`src/rtl/nmos_clk_pkg.sv`:
```
// ---------------------------------------------------------------------------
// nmos_clk_pkg
// Shared definitions for the NMOS two-phase clock generator.
//   - clk_state_e : one-hot state encoding (IDLE, PH1, GAP1, PH2, GAP2)
//   - DEF_*       : default phase lengths and counter widths. The cell library
//                   and its benches pick these up so they agree on the
//                   machine-cycle period.
// ---------------------------------------------------------------------------
package nmos_clk_pkg;

  typedef enum logic [4:0] {
    ST_IDLE = 5'b00001,
    ST_PH1  = 5'b00010,
    ST_GAP1 = 5'b00100,
    ST_PH2  = 5'b01000,
    ST_GAP2 = 5'b10000
  } clk_state_e;

  localparam int DEF_PHI1_LEN = 3;
  localparam int DEF_PHI2_LEN = 3;
  localparam int DEF_GAP_LEN  = 1;
  localparam int DEF_CNT_W    = 4;
  localparam int DEF_CYC_W    = 16;

endpackage

```
`src/rtl/nmos_phase_timer.sv`:
```
// ---------------------------------------------------------------------------
// nmos_phase_timer
// Loadable down-counter shared by every phase of the clock generator.
// Loading len-1 on phase entry makes done rise on the phase's last cycle.
// Ports:
//   main_clk  : clock, rising edge
//   rst       : synchronous active-high reset (counter -> 0)
//   load      : load load_val this edge (takes priority over decrement)
//   load_val  : value to load (phase length minus one)
//   done      : counter is zero; the owning FSM leaves the phase this edge
// ---------------------------------------------------------------------------
module nmos_phase_timer #(
  parameter int CNT_W = 4
) (
  input  logic             main_clk,
  input  logic             rst,
  input  logic             load,
  input  logic [CNT_W-1:0] load_val,
  output logic             done
);

  logic [CNT_W-1:0] cnt;

  // Saturates at zero so an idle timer keeps reporting done.
  always_ff @(posedge main_clk) begin
    if (rst) begin
      cnt <= '0;
    end else if (load) begin
      cnt <= load_val;
    end else if (cnt != '0) begin
      cnt <= cnt - CNT_W'(1);
    end
  end

  assign done = (cnt == '0);

endmodule

```
`src/rtl/nmos_clk_gen.sv`:
```
// ---------------------------------------------------------------------------
// nmos_clk_gen
// Two-phase non-overlapping clock generator for the NMOS cell library.
// Runs PH1 -> GAP1 -> PH2 -> GAP2 per machine cycle, with continuous run,
// single-step and a machine-cycle counter. All outputs are flops.
// Ports:
//   main_clk   : master simulation clock, rising edge
//   R          : synchronous active-high reset, dominates everything
//   run_req    : level, run continuously; 0 stops at the end of the cycle
//   step       : pulse, run one machine cycle from IDLE (ignored when busy)
//   C1, C2     : PHI1 / PHI2 clock levels
//   busy       : high whenever not IDLE
//   cyc_cnt    : machine cycles started, wraps silently
//   phi1_start : one-cycle pulse on the first cycle of each PH1
// ---------------------------------------------------------------------------
module nmos_clk_gen
  import nmos_clk_pkg::*;
#(
  parameter int PHI1_LEN = DEF_PHI1_LEN,
  parameter int PHI2_LEN = DEF_PHI2_LEN,
  parameter int GAP_LEN  = DEF_GAP_LEN,
  parameter int CNT_W    = DEF_CNT_W,
  parameter int CYC_W    = DEF_CYC_W
) (
  input  logic             main_clk,
  input  logic             R,
  input  logic             run_req,
  input  logic             step,
  output logic             C1,
  output logic             C2,
  output logic             busy,
  output logic [CYC_W-1:0] cyc_cnt,
  output logic             phi1_start
);

  localparam int LEN_MAX = (1 << CNT_W) - 1;

  if (PHI1_LEN < 1 || PHI2_LEN < 1) begin : g_zero_phase
    $error("nmos_clk_gen: PHI1_LEN and PHI2_LEN must be at least 1");
  end

  if (PHI1_LEN > LEN_MAX || PHI2_LEN > LEN_MAX || GAP_LEN > LEN_MAX) begin : g_len_ovf
    $error("nmos_clk_gen: a phase length does not fit in CNT_W bits");
  end

  localparam bit               HAS_GAP = (GAP_LEN > 0);
  localparam logic [CNT_W-1:0] PH1_LD  = CNT_W'(PHI1_LEN - 1);
  localparam logic [CNT_W-1:0] PH2_LD  = CNT_W'(PHI2_LEN - 1);
  localparam logic [CNT_W-1:0] GAP_LD  = HAS_GAP ? CNT_W'(GAP_LEN - 1) : '0;

  clk_state_e       state;
  logic             single;
  logic             start;
  logic             cont;
  logic             tmr_load;
  logic [CNT_W-1:0] tmr_val;
  logic             tmr_done;

  assign start = run_req | step;
  // single is cleared by any sampled run_req while busy, so raising run_req
  // during a stepped cycle turns it into a continuous run.
  assign cont  = run_req & ~single;

  nmos_phase_timer #(
    .CNT_W (CNT_W)
  ) u_timer (
    .main_clk (main_clk),
    .rst      (R),
    .load     (tmr_load),
    .load_val (tmr_val),
    .done     (tmr_done)
  );

  // Timer reload on every state change, with the length of the state being
  // entered. Going to IDLE parks the counter at zero.
  always_comb begin
    tmr_load = 1'b0;
    tmr_val  = '0;
    case (state)
      ST_IDLE: begin
        tmr_load = start;
        tmr_val  = PH1_LD;
      end
      ST_PH1: begin
        tmr_load = tmr_done;
        tmr_val  = HAS_GAP ? GAP_LD : PH2_LD;
      end
      ST_GAP1: begin
        tmr_load = tmr_done;
        tmr_val  = PH2_LD;
      end
      ST_PH2: begin
        tmr_load = tmr_done;
        tmr_val  = HAS_GAP ? GAP_LD : (cont ? PH1_LD : '0);
      end
      ST_GAP2: begin
        tmr_load = tmr_done;
        tmr_val  = cont ? PH1_LD : '0;
      end
      default: begin
        tmr_load = 1'b1;
        tmr_val  = '0;
      end
    endcase
  end

  always_ff @(posedge main_clk) begin
    if (R) begin
      state      <= ST_IDLE;
      C1         <= 1'b0;
      C2         <= 1'b0;
      busy       <= 1'b0;
      phi1_start <= 1'b0;
      cyc_cnt    <= '0;
      single     <= 1'b0;
    end else begin
      phi1_start <= 1'b0;
      if (run_req) begin
        single <= 1'b0;
      end
      case (state)
        ST_IDLE: begin
          if (start) begin
            state      <= ST_PH1;
            C1         <= 1'b1;
            busy       <= 1'b1;
            phi1_start <= 1'b1;
            cyc_cnt    <= cyc_cnt + CYC_W'(1);
            single     <= step & ~run_req;
          end
        end
        ST_PH1: begin
          if (tmr_done) begin
            C1 <= 1'b0;
            if (HAS_GAP) begin
              state <= ST_GAP1;
            end else begin
              state <= ST_PH2;
              C2    <= 1'b1;
            end
          end
        end
        ST_GAP1: begin
          if (tmr_done) begin
            state <= ST_PH2;
            C2    <= 1'b1;
          end
        end
        ST_PH2: begin
          if (tmr_done) begin
            C2 <= 1'b0;
            if (HAS_GAP) begin
              state <= ST_GAP2;
            end else if (cont) begin
              state      <= ST_PH1;
              C1         <= 1'b1;
              phi1_start <= 1'b1;
              cyc_cnt    <= cyc_cnt + CYC_W'(1);
            end else begin
              state <= ST_IDLE;
              busy  <= 1'b0;
            end
          end
        end
        ST_GAP2: begin
          if (tmr_done) begin
            if (cont) begin
              state      <= ST_PH1;
              C1         <= 1'b1;
              phi1_start <= 1'b1;
              cyc_cnt    <= cyc_cnt + CYC_W'(1);
            end else begin
              state <= ST_IDLE;
              busy  <= 1'b0;
            end
          end
        end
        default: begin
          state <= ST_IDLE;
          C1    <= 1'b0;
          C2    <= 1'b0;
          busy  <= 1'b0;
        end
      endcase
    end
  end

endmodule

```
`config.mk`:
```
export PLATFORM = sky130hd
export DESIGN_NAME = nmos_clk_gen
export DESIGN_NICKNAME = d
export VERILOG_FILES = /design/src/rtl/nmos_clk_pkg.sv /design/src/rtl/nmos_phase_timer.sv /design/src/rtl/nmos_clk_gen.sv
export SDC_FILE = /design/constraint.sdc
export NUM_CORES = 1
export LEC_CHECK = 0
export ABC_CLOCK_PERIOD_IN_PS = 2100
export CORE_ASPECT_RATIO = 1.75
export CORE_UTILIZATION = 50
export CTS_CLUSTER_SIZE = 14
export DETAILED_ROUTE_END_ITERATION = 12
export PLACE_DENSITY_LB_ADDON = 0.1
export SETUP_SLACK_MARGIN = 0.15
export SYNTH_ARGS = -nofsm -noshare
export SYNTH_HDL_FRONTEND = slang
export SYNTH_SLANG_ARGS = --single-unit
export TNS_END_PERCENT = 100
```
`constraint.sdc`:
```
create_clock -name main_clk -period 2.1 [get_ports main_clk]
set_input_delay 0.42 -clock main_clk [delete_from_list [all_inputs] [get_ports main_clk]]
set_output_delay 0.42 -clock main_clk [all_outputs]
set_load 0.005 [all_outputs]
```
# Yosys cells after proc, flatten, opt, wreduce, memory -nomap -nowiden

Index checks and enable logic that the tools add are counted.

Register bits after elaboration: 30
Bits in latches: 0
Memory bits (writable): 0
ROM bits: 0
Bits of input ports: 4
Logic and storage cells: 77
Memories kept: 0

Add/subtract/negate cells: 2
Multipliers: 0
Divide/modulo/power cells: 0
$lt $le $gt $ge: 0
Equality and inequality tests: 12
Shift-type cells: 0
Mux-type cells: 33
Bitwise logic cells: 8
Reduce and logical (&&, ||, !) cells: 14

Operator list:

| kind                                          | count |
|---|---|
| 2-to-1 mux 16 bit                             | 3 |
| one-hot mux 16 bit (2 select lines)           | 1 |
| 2-to-1 mux 5 bit                              | 5 |
| one-hot mux 5 bit (5 select lines)            | 1 |
| adder 16 x 1 -> 16 bit, second input constant | 1 |
| != test 2 bit, second input constant          | 7 |
| 2-to-1 mux 1 bit                              | 13 |
| AND reduction 5 bit                           | 2 |
| 2-to-1 mux 4 bit                              | 2 |
| AND reduction 4 bit                           | 2 |
| one-hot mux 1 bit (3 select lines)            | 2 |
| OR reduction 3 bit                            | 2 |
| == test 5 x 1 -> 1 bit, second input constant | 1 |
| == test 5 x 2 -> 1 bit, second input constant | 1 |
| == test 5 x 3 -> 1 bit, second input constant | 1 |
| == test 5 x 4 -> 1 bit, second input constant | 1 |
| == test 5 bit, second input constant          | 1 |
| inverter 1 bit                                | 5 |
| logical NOT 4 bit                             | 1 |
| 2-to-1 mux 2 bit                              | 2 |
| one-hot mux 1 bit (2 select lines)            | 2 |
| one-hot mux 1 bit (4 select lines)            | 1 |
| one-hot mux 2 bit (2 select lines)            | 1 |
| nonzero test 2 bit                            | 2 |
| other kinds (7)                               | 9 |

# Longest topological paths before layout

Depth in word-level cells: 5
Gate-level depth with buffers: 7
Mapped depth without buffers: 6

# By module

From an unflattened synthesis, not the netlist that was laid out.

Cell total of the unflattened synthesis: 207
Area total of the unflattened synthesis: 1714.1 µm²

By module, submodules not included:

| module           | instances | cells an instance | area each (µm²) | sequential area each (µm²) |
|---|---|---|---|---|
| nmos_clk_gen     | 1         | 183               | 1485.2          | 520.5 |
| nmos_phase_timer | 1         | 24                | 229.0           | 80.1 |

# Worst setup path before layout

OpenSTA, ideal clock, no wires.

Kind: reg2reg
Start: reg u_timer.cnt[0]
End: reg cyc_cnt[13]
Data arrival time: 1.899 ns
Required time: 1.977 ns
Slack: 0.077 ns
Cell stages (with the launch flop): 7
Buffers on the path: 0
Clock period less this slack: 2.023 ns
Cell sequence: dfxtp_1 -> inv_1 -> ha_1 -> nor3b_2 -> nand4_1 -> a211oi_1 -> mux2_1

Word-level cells in the longest chain between the ends: 3

Ends and longest elaborated chain:

| element                              | line                   | text |
|---|---|---|
| from (decl)                          | nmos_phase_timer.sv:22 | `logic [CNT_W-1:0] cnt;` |
| from (signal assigned)               | nmos_phase_timer.sv:29 | `cnt <= load_val;` |
| from (signal assigned)               | nmos_phase_timer.sv:31 | `cnt <= cnt - CNT_W'(1);` |
| logical NOT 4 bit                    | nmos_phase_timer.sv:35 | `assign done = (cnt == '0);` |
| != test 2 bit (no source line)       | -                      |  |
| AND reduction 4 bit (no source line) | -                      |  |
| to (signal assigned)                 | nmos_clk_gen.sv:128    | `cyc_cnt <= cyc_cnt + CYC_W'(1);` |
| to (signal assigned)                 | nmos_clk_gen.sv:158    | `cyc_cnt <= cyc_cnt + CYC_W'(1);` |
| to (signal assigned)                 | nmos_clk_gen.sv:171    | `cyc_cnt <= cyc_cnt + CYC_W'(1);` |
| to (decl)                            | nmos_clk_gen.sv:32     | `output logic [CYC_W-1:0] cyc_cnt,` |

No other way between the ends.
A chain may end at the register's enable or synchronous reset.

# Worst setup path in the final report

Start: reg state[3]
End: reg cyc_cnt[8]

Word-level cells in the longest chain between the ends: 3
Elaborated cells between the ends (all ways): 8
Those cells by class: eq/ne: 5; mux: 1; reduce/logical: 2

Ends and longest elaborated chain:

| element                                                              | line                | text |
|---|---|---|
| from (decl)                                                          | nmos_clk_gen.sv:51  | `clk_state_e state;` |
| from (signal assigned)                                               | nmos_clk_gen.sv:109 | `state <= ST_IDLE;` |
| from (signal assigned)                                               | nmos_clk_gen.sv:124 | `state <= ST_PH1;` |
| from (signal assigned)                                               | nmos_clk_gen.sv:136 | `state <= ST_GAP1;` |
| == test 5 bit or == test 5 x 1 -> 1 bit (tied branches)              | nmos_clk_gen.sv:121 | `case (state)` |
| != test 2 bit (no source line) or nonzero test 2 bit (tied branches) | -                   |  |
| AND reduction 4 bit (no source line)                                 | -                   |  |

Several ways; a longest one is shown, not always the timed one.

==> flow_metrics.py <==
metrics = {
    "drt": {
        "routed_via_density": 6.08,
        "drtAntennaViolNets": 0,
        "first_pass_iters": 4,
        "drc": 0,
        "finalWirelength_um": 4880,
        "via_count": 1849,
        "post_drt_wl_per_cell_um": 16.0,
        "drtIter0Drc": 52,
    },
    "yosys": {
        "syn-instance-count": 228,
        "syn_nets": 234,
        "ys_seq_area_share_pct": 32.2,
        "synth_warnings": 0,
        "syn_area_per_cell_um2": 8.18,
        "synth_ff_type": "dfxtp_1",
        "yosys.area.top_type": "dfxtp_1",
        "synth-edff-count": 0,
        "synth_cell_types": 52,
        "async_reset_ff_share_pct": 0,
        "syn_area_um2": 1860,
        "synth_seq_cells": 30,
        "synth_top_area_share_pct": 32.2,
        "synth_area_leaders": "dfxtp_1 (32%), nor2b_1 (5.4%), mux2_1 (4.8%)",
    },
    "power_and_ir_drop": {
        "leakagePower_uw": 0.000861,
        "clockPowerShare_pct": 28.8,
        "p_sw_uw": 527,
        "finalPower_uw": 1650,
        "ir_drop_v": 0.000499,
        "switching_share_pct": 31.8,
        "intPower_uw": 1130,
        "seqPwrFrac_pct": 39.0,
        "p_per_area_nw_per_um2": 692,
        "power_frac_comb_pct": 32.2,
    },
    "sta": {
        "relSlewSlack_pct": 68.0,
        "fin_crit_sh_pct": 90.6,
        "skew_ps": 5.27,
        "slew_violations": 0,
        "setup_tns_ps": 0,
        "rsz0062_at_grt": "true",
        "fin_ws_ps": 196,
        "finalSetupViolCount": 0,
        "hold_viol": 0,
        "tightest_slew_ps": 479,
        "fin_crit_ps": 1900,
        "max_freq_mhz": 525,
    },
    "placed_design": {
        "post-place-cells": 295,
        "routabilityCongestion": 0.821,
        "dp_hpwl_um": 3460,
        "port_buffers": 23,
        "preCtsSetupSlack_ps": -184,
    },
    "die": {
        "core-area_um2": 3590,
        "io_pins": 24,
        "dieArea_um2": 3990,
        "row_count": 29,
        "die_x_um": 48.2,
        "die_h_um": 82.8,
        "initial_utilization_pct": 51.9,
    },
    "run_status": {
        "outcome": "complete, no violations",
    },
    "clock_network": {
        "clk_pin_slew_worst_paths_ps": 70,
        "cts_tree": "yes",
        "cts_buffers": 5,
        "cts_sinks": 30,
        "cts_max_level": 2,
        "cts_root_buf": "clkbuf_8",
        "hold_buffers": 0,
        "clockBufferDepth": 2,
        "worstSkewPairLatency_ps": 280,
    },
    "job": {
        "maxCapViolations": 0,
    },
    "critical_path": {
        "slowest_delay_ps": 540,
        "worst_setup_path_end_kind": "register",
        "startpoint_type": "register",
        "cp.required_ps": 2270,
        "critPathKind": "register to register",
        "critical-path-slowest-cell": "or4_4",
        "r2r.worst_path.cells": 4,
        "path_max_fanout": 6,
        "cp.arrival_ps": 2070,
        "worstPathCellList": "or4_4, or3_4, a21oi_2, mux2_4",
    },
    "cells_and_area": {
        "instances_no_fill": 304,
        "drive_above_1_share_pct": 20.5,
        "multi_input_area_um2": 1270,
        "seq_area_um2": 601,
        "nNetsFinal": 263,
        "area_delta_synth_final_pct": 28.1,
        "fillers": 303,
        "num_antenna_cells": 0,
    },
    "min_path": {
        "hold_class": "register to register",
        "hold_depth": 2,
    },
    "global_route": {
        "grt_pass1_vias": 1748,
        "grt_pass1_wl_um": 7640,
        "grt_antenna_before_repair": 0,
        "grt_overflow_total": 0,
        "grt_usage_pct": 26.4,
        "grt_max_degree": 29,
    },
}
[final timing paths]
kind	start	to	slack [ps]
max	state[3]$_SDFFE_PP0P_	cyc_cnt[8]$_SDFFE_PP0P_	200
min reg2reg	cyc_cnt[1]$_SDFFE_PP0P_	cyc_cnt[1]$_SDFFE_PP0P_	520
min	cyc_cnt[1]$_SDFFE_PP0P_	cyc_cnt[1]$_SDFFE_PP0P_	520
max reg2reg	state[3]$_SDFFE_PP0P_	cyc_cnt[8]$_SDFFE_PP0P_	200
[worst max-delay path: cells and delay by family, from the launching register on]
kind            cells  cell delay [ps]
compound gates      1              180
mux                 1              310
flops               1              310
simple gates        2              990
[state kept, by name, summed over array words and instances, names as in the netlist]
signal       count
cyc_cnt         16
state            5
u_timer.cnt      4
C1               1
C2               1
busy             1
phi1_start       1
single           1
[cell usage in the layout (no fill, tap or decap), types with 2 or more instances in the layout]
cell and instances:
xnor2_1 2, o211ai_1 2, clkdlybuf4s50_1 23, inv_1 2
or3_1 2, xor2_1 2, a31oi_1 2, mux2_4 2
a21oi_1 11, buf_4 18, nor2_1 24, and4_1 3
o21a_1 4, nand3_1 9, nor4b_1 6, o21ai_1 2
dfxtp_1 30, nand2_1 9, a211oi_2 3, nor4_1 2
nand2b_1 6, mux2_2 6, nand4_1 4, and3_1 2
nor2b_1 15, nand3b_1 3, mux2_1 6, clkbuf_8 6
nor3_1 9, a211oi_1 3, o21ai_0 6, a21oi_2 5
[per-layer routing]
layer	up-vias	part of all wire (%)	wire length (µm)	GRT usage, %
li1	888	-	-	-
met1	897	39	1910	26.6
met2	45	54	2650	46.9
met3	19	2.2	105	3.90
met4	0	4.4	215	16.7
met5	-	0	0	0
[metrics by stage]
| stage | hold slack [ps] | area [µm²] | utilization, % |
|---|---|---|---|
| 2_1_floorplan | 484 | 1900 | - |
| 3_3_place_gp | 497 | 2220 | 61.9 |
| 3_5_place_dp | 493 | 2220 | 61.9 |
| 4_1_cts | 532 | 2340 | 65.1 |
| 5_1_grt | 535 | 2390 | 66.5 |
| 6_report | 524 | 2390 | 66.5 |
[power by group through the flow]
stage               Combinational (µW)  Sequential [µW]  Clock [µW]
detailed placement                 484              652           0
global placement                   472              650           0
floorplan                          308              651           0
CTS                                509              641         485
global route                       580              649         511
finish                             533              645         476
[kinds of logic after synthesis]
group / synth area share, %
muxes: 8.99
xor gates and xnor gates: 1.88
and+or+nand+nor: 33.9
buffers and inverters: 4.83
AOI/OAI and AO/OA: 16.8
adders and majority gates: 1.34
DFF: 32.2
[layout make-up]
class	instances	area share, %
inverters	2	0.314
flip-flops and latches	30	25.1
clock inverters	1	0.210
repair buffers	41	15.3
multi-input cells	177	53.0
well taps	46	2.41
clock buffers	7	3.61
[cell usage after synthesis (2+ instances only)]
cell type and n:
dfxtp_1 30, nor2_1 24, a21oi_1 16, nor2b_1 16
clkbuf_1 14, nand2_1 9, nand3_1 9, nor3_1 9
mux2_1 8, o21ai_0 8, nor4b_1 7, a211oi_1 6
mux2_2 6, nand2b_1 6, nand4_1 4, o21a_1 4
and4_1 3, buf_2 3, nand3b_1 3, or3_1 3
a31oi_1 2, and3_1 2, ha_1 2, inv_1 2
nor4_1 2, o211ai_1 2, xnor2_1 2, xor2_1 2
[repair_timing]
action,4_1_cts,5_1_grt
setup endpoints to repair,9,12
cloned,0,0
buffers inserted,1,0
pin swaps,0,6
gates resized for setup,4,12
(Power assumes the default switching activity.)
